File: config.mk
export PLATFORM = sky130hd
export DESIGN_NAME = ex_redirect_ctrl
export DESIGN_NICKNAME = d
export VERILOG_FILES = /design/src/rtl/ex_redirect_ctrl_pkg.sv /design/src/rtl/ex_redirect_ctrl_outst_counter.sv /design/src/rtl/ex_redirect_ctrl.sv
export SDC_FILE = /design/constraint.sdc
export NUM_CORES = 1
export LEC_CHECK = 0
export BUFFER_PORTS_ARGS = -buffer_cell sky130_fd_sc_hd__buf_4
export CAP_MARGIN = 40
export CELL_PAD_IN_SITES_DETAIL_PLACEMENT = 1
export CELL_PAD_IN_SITES_GLOBAL_PLACEMENT = 2
export CORE_MARGIN = 4
export CORE_UTILIZATION = 22
export CTS_CLUSTER_SIZE = 16
export DETAILED_ROUTE_END_ITERATION = 10
export PLACE_DENSITY_LB_ADDON = 0.3
export SKIP_CTS_REPAIR_TIMING = 1
export SYNTH_ARGS = -nofsm -noshare
export SYNTH_HDL_FRONTEND = slang
export SYNTH_SLANG_ARGS = --single-unit
export TNS_END_PERCENT = 100
File: constraint.sdc
create_clock -name clk -period 1.4 [get_ports clk]
set_clock_uncertainty 0.2 [all_clocks]
set_input_delay 0.35 -clock clk [delete_from_list [all_inputs] [get_ports clk]]
set_output_delay 0.35 -clock clk [all_outputs]
set_load 0.02 [all_outputs]
File: src/rtl/ex_redirect_ctrl_pkg.sv
// Shared state type and sizing defaults for the exception/ERET redirect controller.
package ex_redirect_ctrl_pkg;

    localparam int EXR_MAX_OUTST = 2;

    typedef enum logic [1:0] {
        EXR_IDLE  = 2'd0,
        EXR_DRAIN = 2'd1,
        EXR_REDIR = 2'd2
    } exr_state_e;

endpackage

File: src/rtl/ex_redirect_ctrl_outst_counter.sv
// Up/down counter of outstanding instruction-SRAM requests with full/empty flags.
module ex_redirect_ctrl_outst_counter #(
    parameter int MAX_OUTST = 2,
    parameter int CNT_W     = $clog2(MAX_OUTST + 1)
) (
    input  logic clk,
    input  logic reset,
    input  logic i_inc,
    input  logic i_dec,
    output logic o_full,
    output logic o_empty,
    output logic o_next_zero
);

    logic [CNT_W-1:0] r_count;
    logic [CNT_W-1:0] w_countNext;

    assign o_full      = (r_count == CNT_W'(MAX_OUTST));
    assign o_empty     = (r_count == '0);
    assign o_next_zero = (w_countNext == '0);

    // Simultaneous inc/dec cancel; saturate at both ends so a stray response cannot wrap.
    always_comb begin
        w_countNext = r_count;
        case ({i_inc, i_dec})
            2'b10: if (!o_full)  w_countNext = r_count + CNT_W'(1);
            2'b01: if (!o_empty) w_countNext = r_count - CNT_W'(1);
            default: w_countNext = r_count;
        endcase
    end

    always_ff @(posedge clk) begin
        if (reset) r_count <= '0;
        else       r_count <= w_countNext;
    end

endmodule

File: src/rtl/ex_redirect_ctrl.sv
// Flush/redirect sequencer for WB exceptions and ERET; waits for the instruction bus to drain.
// Optional REDIRECT_PERF_CNT_EN adds exception and drain-cycle performance counters.
module ex_redirect_ctrl
    import ex_redirect_ctrl_pkg::*;
#(
    parameter int MAX_OUTST = EXR_MAX_OUTST
) (
    input  logic        clk,
    input  logic        reset,
    input  logic        i_ws_handle_ex,
    input  logic [31:0] i_ex_pc,
    input  logic        i_has_int,
    input  logic        i_inst_req_fire,
    input  logic        i_inst_resp_fire,
    output logic        o_flush,
    output logic        o_req_block,
    output logic        o_drop_resp,
    output logic        o_redirect_valid,
    output logic [31:0] o_redirect_pc,
    input  logic        i_redirect_ready,
    output logic        o_int_req
`ifdef REDIRECT_PERF_CNT_EN
    ,
    output logic [31:0] o_ex_cnt,
    output logic [31:0] o_drain_cyc
`endif
);

    localparam int CNT_W = $clog2(MAX_OUTST + 1);

    exr_state_e  r_state;
    exr_state_e  w_stateNext;
    logic [31:0] r_tgt;
    logic        w_full;
    logic        w_empty;
    logic        w_nextZero;
    logic        w_exAccept;

    assign w_exAccept = (r_state == EXR_IDLE) && i_ws_handle_ex;

    ex_redirect_ctrl_outst_counter #(
        .MAX_OUTST (MAX_OUTST),
        .CNT_W     (CNT_W)
    ) u_outst (
        .clk         (clk),
        .reset       (reset),
        .i_inc       (i_inst_req_fire),
        .i_dec       (i_inst_resp_fire),
        .o_full      (w_full),
        .o_empty     (w_empty),
        .o_next_zero (w_nextZero)
    );

    always_ff @(posedge clk) begin
        if (reset) begin
            r_state <= EXR_IDLE;
            r_tgt   <= '0;
        end else begin
            r_state <= w_stateNext;
            if (w_exAccept) r_tgt <= i_ex_pc;
        end
    end

    always_comb begin
        w_stateNext = r_state;
        case (r_state)
            EXR_IDLE:  if (i_ws_handle_ex)   w_stateNext = w_nextZero ? EXR_REDIR : EXR_DRAIN;
            EXR_DRAIN: if (w_nextZero)       w_stateNext = EXR_REDIR;
            EXR_REDIR: if (i_redirect_ready) w_stateNext = EXR_IDLE;
            default:                         w_stateNext = EXR_IDLE;
        endcase
    end

    // In REDIR the request block stays up; IF issues the redirect fetch on its own path.
    always_comb begin
        o_flush          = 1'b0;
        o_req_block      = w_full;
        o_drop_resp      = 1'b0;
        o_redirect_valid = 1'b0;
        o_redirect_pc    = '0;
        o_int_req        = 1'b0;
        case (r_state)
            EXR_IDLE: begin
                o_flush   = i_ws_handle_ex;
                o_int_req = i_has_int && !i_ws_handle_ex;
            end
            EXR_DRAIN: begin
                o_flush     = 1'b1;
                o_req_block = 1'b1;
                o_drop_resp = i_inst_resp_fire;
            end
            EXR_REDIR: begin
                o_req_block      = 1'b1;
                o_redirect_valid = 1'b1;
                o_redirect_pc    = r_tgt;
            end
            default: o_req_block = 1'b1;
        endcase
    end

`ifdef REDIRECT_PERF_CNT_EN
    logic [31:0] r_exCnt;
    logic [31:0] r_drainCyc;

    always_ff @(posedge clk) begin
        if (reset) begin
            r_exCnt    <= '0;
            r_drainCyc <= '0;
        end else begin
            if (w_exAccept)            r_exCnt    <= r_exCnt + 32'd1;
            if (r_state == EXR_DRAIN)  r_drainCyc <= r_drainCyc + 32'd1;
        end
    end

    assign o_ex_cnt    = r_exCnt;
    assign o_drain_cyc = r_drainCyc;
`endif

    a_noExOutsideIdle: assert property (@(posedge clk) disable iff (reset)
        (r_state != EXR_IDLE) |-> !i_ws_handle_ex);

    a_noRespUnderflow: assert property (@(posedge clk) disable iff (reset)
        !(i_inst_resp_fire && !i_inst_req_fire && w_empty));

endmodule

==> results of run 1 <==
==> cell type report <==
cell class / instances / area [µm²] / area share
Timing Repair Buffer: 106 / 1100 / 0.326
Inverter: 5 / 18.8 / 0.00556
Multi-Input combinational cell: 153 / 1320 / 0.392
Tap cell: 99 / 124 / 0.0367
Clock inverter: 1 / 5.00 / 0.00148
Clock buffer: 6 / 72.6 / 0.0215
Sequential cell: 36 / 731 / 0.217
==> kinds of logic after synthesis <==
logic type,Yosys count
AOI/OAI and AO/OA,36
adders and majority gates,6
buffers and inverters,19
DFF,36
and+or+nand+nor,111
==> layout by cell type, fill, tap and decap left out, drive strengths merged <==
master	netlist	layout
inv	5	5
dfxtp	36	36
a221oi	2	2
and2	32	32
nor3b	3	3
o31ai	1	1
buf	8	102
or2	1	1
nand2	65	65
and2b	1	1
or3b	1	1
clkinv	0	1
clkbuf	6	10
nor2b	2	2
nor2	2	2
ha	6	6
nor4b	1	1
or3	1	1
a21oi	32	32
nor3	2	2
o22ai	1	1
==> metal layers <==
metal,vias to the layer above,GRT usage,part of all wire
met4,0,0.0373,0.015
met2,47,0.204,0.54
met3,7,0.0337,0.054
li1,860,-,-
met5,-,0,0
met1,840,0.129,0.39
==> worst max-delay path by stage <==
stage / startpoint / end / slack (ns)
after floorplan: r_state[0]$_SDFFE_PP0P_ / o_redirect_pc[23] / -0.09
after global placement: i_inst_req_fire / r_state[0]$_SDFFE_PP0P_ / -0.19
after detailed placement: i_inst_req_fire / r_state[0]$_SDFFE_PP0P_ / -0.24
after CTS: u_outst.r_count[0]$_SDFF_PP0_ / o_req_block / -0.51
after global routing: u_outst.r_count[0]$_SDFF_PP0_ / o_req_block / -0.53
final: u_outst.r_count[0]$_SDFF_PP0_ / o_req_block / -0.48
==> sequential cells by signal, indices dropped and copies added (netlist names) <==
register         flops
u_outst.r_count      2
r_tgt               32
r_state              2
==> worst max-delay path: cells and delay by family (launching register included) <==
family / cells / cell delay [ns]
DFF: 1 / 0.34
and+or+nand+nor: 1 / 0.37
buffers and inverters: 2 / 0.20
adders and majority gates: 1 / 0.14
==> through the flow <==
stage,hold slack [ns],instance area [µm²],setup WS [ns],setup TNS [ns]
finish,0.115,3370,-0.480,-25.81
global route,0.102,3370,-0.535,-29.31
CTS,0.109,2630,-0.512,-23.13
detailed placement,0.252,2550,-0.241,-11.19
global placement,0.243,2550,-0.189,-10.54
floorplan,0.232,1790,-0.0869,-2.61
==> report_power, final <==
group | internal, mW | switching [mW]
Combinational | 0.620 | 0.542
Sequential | 1.12 | 0.0807
Clock | 0.338 | 0.352
==> results.tsv, run 1 <==
metric	value	unit
CP required	0.85	ns
number of synthesized flops with an enable pin	0	
number of global-route vias before repair	1746	
crit path DAT	1.33	ns
initial antenna violation count	0	
Fill cells	840	
biggest area consumer among synthesized cells	dfxtp_1	
Slew Limit Headroom	0.772	
Clk Latency, worst-skew pair	0.28	ns
Worst VDD drop	0.000367	V
cell area after synthesis	1630	µm²
multiplexer area fraction after synthesis	0	
pwr dens	904	nW/µm²
Die Area	8830	µm²
max-slew violations	0	
Mapped Cells	208	
hold path cells	3	
FFs w/ async S/R, synth	0	
CP Launch Type	flop	
Layout Nets	352	
R2R setup slack	-0.30	ns
Final min period	1.88	ns
CTS clk-pin slew, worst paths	0.07	ns
clock buffer depth	2	
CTS Sinks	36	
register area share after synthesis	0.443	
share of cells above drive strength 1	0.762	
Max Fclk	532	MHz
most common cell in the netlist	nand2_1	
xor and xnor area share after synthesis	0	
Overflow after GRT	0	
Pwr Total	3.05	mW
failing checks	setup timing	
peak per-stage delay on the critical path	0.37	ns
commonest cells in the netlist	65 x nand2_1, 36 x dfxtp_1, 32 x a21oi_1, 32 x and2_1	
FP Rows	31	
P_leak	1.53	nW
Total GRT Usage	0.114	
Synth Area in Adders	0.0462	
final wirelength	5.91	mm
# placed instances	387	
Synth cell types	22	
FF-to-FF End	r_tgt[25]$_SDFFE_PP0P_	
most common flop cell mapped by yosys	dfxtp_1	
outcome	finished, violations left	
worst hold path class	in2reg	
H-tree levels	2	
drt wl/cell	14.6	µm
Post-DP HPWL	3.69	mm
CTS tree	done	
Worst setup EP type	output port	
Initial Util	0.225	
Max-Cap Viols	0	
Setup CP Type	reg2out	
unrepaired setup endpoints after global routing	true	
Final Hold Vio Count	0	
cell depth of the worst flop-to-flop path	6	
routability cong.	0.712	
die width	94.0	µm
Synth Area in Simple Gates	0.332	
Synth top area share	0.443	
height of the die	94.0	µm
post-synthesis average cell area	7.82	µm²
Setup WS post-layout	-0.480	ns
CTS buffer count	5	
Crit-path slowest cell	or3_4	
Area growth syn-to-layout	107	%
post-layout util	0.468	
Compound-Gate Fraction of Synth Area	0.118	
crit-path cells	inv_2 -> ha_4 -> or3_4 -> buf_6	
worst r2r src	r_state[0]$_SDFFE_PP0P_	
Final Setup Violations	73	
Buffers on Ports	75	
largest cells by area after synthesis	dfxtp_1 44%, nand2_1 15%, and2_1 12%	
DRC	0	
first-pass iteration count of the detailed router	3	
first-pass GRT wire length	7.94	mm
Core Footprint	7210	µm²
vias after detailed routing	1754	
Via density	4.32	
I/O pins	76	
Yosys reg bits	36	
ANT nets after route	0	
warnings from Yosys	0	
hold endpoint	r_tgt[23]$_SDFFE_PP0P_	
Critical Path Fanout Max	3	
final period utilization	1.34	
antenna diode count	0	
CTS Root Cell	clkbuf_8	
largest net degree at the start of global routing	24	
hold path startpoint	i_ex_pc[23]	
final cell count without fillers	406	
Syn Nets	253	
largest family of logic cells by synthesized area	simple AND/OR/NAND/NOR gates	
Worst-Margin Slew	0.342	ns
drt first-iter violations	41	
No activity file was read; power rests on OpenSTA's default activity.
==> run 2: changes to the inputs <==
--- a/config.mk
+++ b/config.mk
@@ -10,12 +10,13 @@
 export CELL_PAD_IN_SITES_DETAIL_PLACEMENT = 1
 export CELL_PAD_IN_SITES_GLOBAL_PLACEMENT = 2
 export CORE_MARGIN = 4
-export CORE_UTILIZATION = 22
+export CORE_UTILIZATION = 25
 export CTS_CLUSTER_SIZE = 16
 export DETAILED_ROUTE_END_ITERATION = 10
 export PLACE_DENSITY_LB_ADDON = 0.3
 export SKIP_CTS_REPAIR_TIMING = 1
 export SYNTH_ARGS = -nofsm -noshare
 export SYNTH_HDL_FRONTEND = slang
+export SYNTH_HIERARCHICAL = 1
 export SYNTH_SLANG_ARGS = --single-unit
 export TNS_END_PERCENT = 100
==> results.tsv, run 2 <==
metric	value	unit	change
outcome	finished, violations left		
failing checks	setup timing		
cell area after synthesis	1950	µm²	+20%
share of cells above drive strength 1	0.522		-0.240
CTS clk-pin slew, worst paths	0.07	ns	about the same
Hold WS	0.115	ns	-0.000749 ns
Worst VDD drop	0.000338	V	-8.0%
CP required	0.85	ns	about the same
height of the die	96.4	µm	+2.6%
biggest regs	r_tgt (32), r_state (2), u_outst/r_count (2)		
Worst-Margin Slew	0.241	ns	-0.101 ns
Setup CP Type	reg2out		
FP Rows	31		unchanged
number of global-route vias before repair	1714		-1.8%
first-pass iteration count of the detailed router	3		unchanged
CTS tree	done		
largest net degree at the start of global routing	33		+38%
Crit-path slowest cell	dfxtp_2		
Clk Latency, worst-skew pair	0.28	ns	about the same
Core Footprint	7410	µm²	+2.7%
Post-DP HPWL	3.59	mm	-2.6%
Final Setup Violations	72		-1.4%
routability cong.	0.714		+0.35%
drt wl/cell	13.4	µm	-7.8%
Total GRT Usage	0.110		-0.00417
warnings from Yosys	6		+6
pwr dens	879	nW/µm²	-2.8%
post-layout util	0.434		-0.0337
Slew Limit Headroom	0.839		+0.0671
Setup WS post-layout	-0.476	ns	+0.00381 ns
most frequent CP cell	buf_4		
clock buffer depth	2		unchanged
Overflow after GRT	0		unchanged
unrepaired setup endpoints after global routing	true		
Placed Area	2850	µm²	+12%
Initial Util	0.264		+0.0382
ANT nets after route	0		unchanged
sw frac	0.287		-0.0329
die width	96.4	µm	+2.6%
CP bufs+invs	2		unchanged
Mapped Cells	206		-0.96%
crit path DAT	1.33	ns	about the same
Pwr Total	2.82	mW	-7.4%
Area growth syn-to-layout	64.6	%	
worst slack, placed	-0.255	ns	-0.0144 ns
Largest delay share family, worst path	simple AND/OR/NAND/NOR gates		
most common cell after layout, fill and taps aside	nand2b_1		
Final Instance Area	3210	µm²	-4.7%
H-tree levels	2		unchanged
I/O pins	76		unchanged
crit-path cells	and2b_2 -> buf_4 -> and2_1 -> buf_4		
register share of total power	0.419		+0.026
DRC	0		unchanged
final period utilization	1.34		-0.00272
Syn Nets	251		-0.79%
post-synthesis average cell area	9.48	µm²	+21%
CP Launch Type	flop		
Die Area	9290	µm²	+5.2%
Via density	4.17		-3.5%
CTS buffer count	5		unchanged
vias after detailed routing	1643		-6.3%
Final Hold Vio Count	0		unchanged
Max Fclk	533	MHz	+0.20%
CTS Sinks	36		unchanged
final wirelength	5.29	mm	-11%
Final min period	1.88	ns	-0.00381 ns
Critical Path Fanout Max	8		+5
final cell count without fillers	394		-3.0%
commonest cells after routing, fill and taps aside	65 x nand2b_1, 62 x buf_4, 32 x mux2i_1, 32 x dfxtp_1, 31 x and2_4		
first-pass GRT wire length	7.84	mm	-1.3%
Buffers on Ports	75		unchanged
P_leak	1.44	nW	-6.1%
Max-Cap Viols	0		unchanged
drt first-iter violations	12		-71%
Worst setup EP type	output port		
peak per-stage delay on the critical path	0.32	ns	-0.05 ns
# placed instances	380		-1.8%
Comb pwr share	0.333		-0.048
max reg flops	32		unchanged
initial antenna violation count	0		unchanged
max-slew violations	0		unchanged
antenna diode count	0		unchanged
Sum Neg Setup Slack	-17.77	ns	+8.04 ns
Power Internal	2.01	mW	-2.9%
switching power	0.809	mW	-17%
clock share of power	0.248		+0.022
most flop-heavy register	r_tgt		
CTS Root Cell	clkbuf_8		
worst hold path class	in2reg		
Layout Nets	340		-3.4%
[run 2: final timing paths]
path | startpoint | to | slack, ns | cells past startpoint
worst max-delay path | r_state[0]$_SDFFE_PP0P_ | o_redirect_pc[31] | -0.48 | 4
worst min-delay path | i_redirect_ready | r_state[1]$_SDFFE_PP0P_ | 0.11 | 3
worst max register to register | u_outst/r_count[0]$_SDFF_PP0_ | r_state[1]$_SDFFE_PP0P_ | -0.24 | 7
worst min register to register | r_tgt[21]$_SDFFE_PP0P_ | r_tgt[21]$_SDFFE_PP0P_ | 0.27 | 2
[run 2: final cells by class]
| cell class | count | area, µm² |
|---|---|---|
| Clock buffer | 6 | 72.6 |
| Clock inverter | 1 | 5.00 |
| Fill cell | 837 | 4190 |
| Inverter | 5 | 21.3 |
| Multi-Input combinational cell | 151 | 1320 |
| Sequential cell | 36 | 728 |
| Tap cell | 99 | 124 |
| Timing Repair Buffer | 96 | 946 |
[run 2: power groups by stage]
stage                     sequential (mW)  clock (mW)  combinational [mW]
after floorplan                      1.20           0               0.480
after global placement               1.20           0               0.773
after detailed placement             1.20           0               0.781
after CTS                            1.18       0.744               0.785
after global routing                 1.20       0.785                1.02
final                                1.18       0.700               0.941
[run 2: metal layers]
metal | vias to the layer above | share of wire | track usage
met3 | 6 | 0.046 | 0.0271
met1 | 764 | 0.42 | 0.124
met4 | 0 | 0.015 | 0.0526
li1 | 835 | - | -
met2 | 38 | 0.52 | 0.194
met5 | - | 0 | 0
[run 2: worst reg2reg max path, delay by kind of cell, from the launching register on]
kind / cells / cell delay, ns
simple gates: 1 / 0.06
compound gates: 3 / 0.59
fa+ha+maj: 1 / 0.15
buf+inv: 2 / 0.22
flops: 1 / 0.34
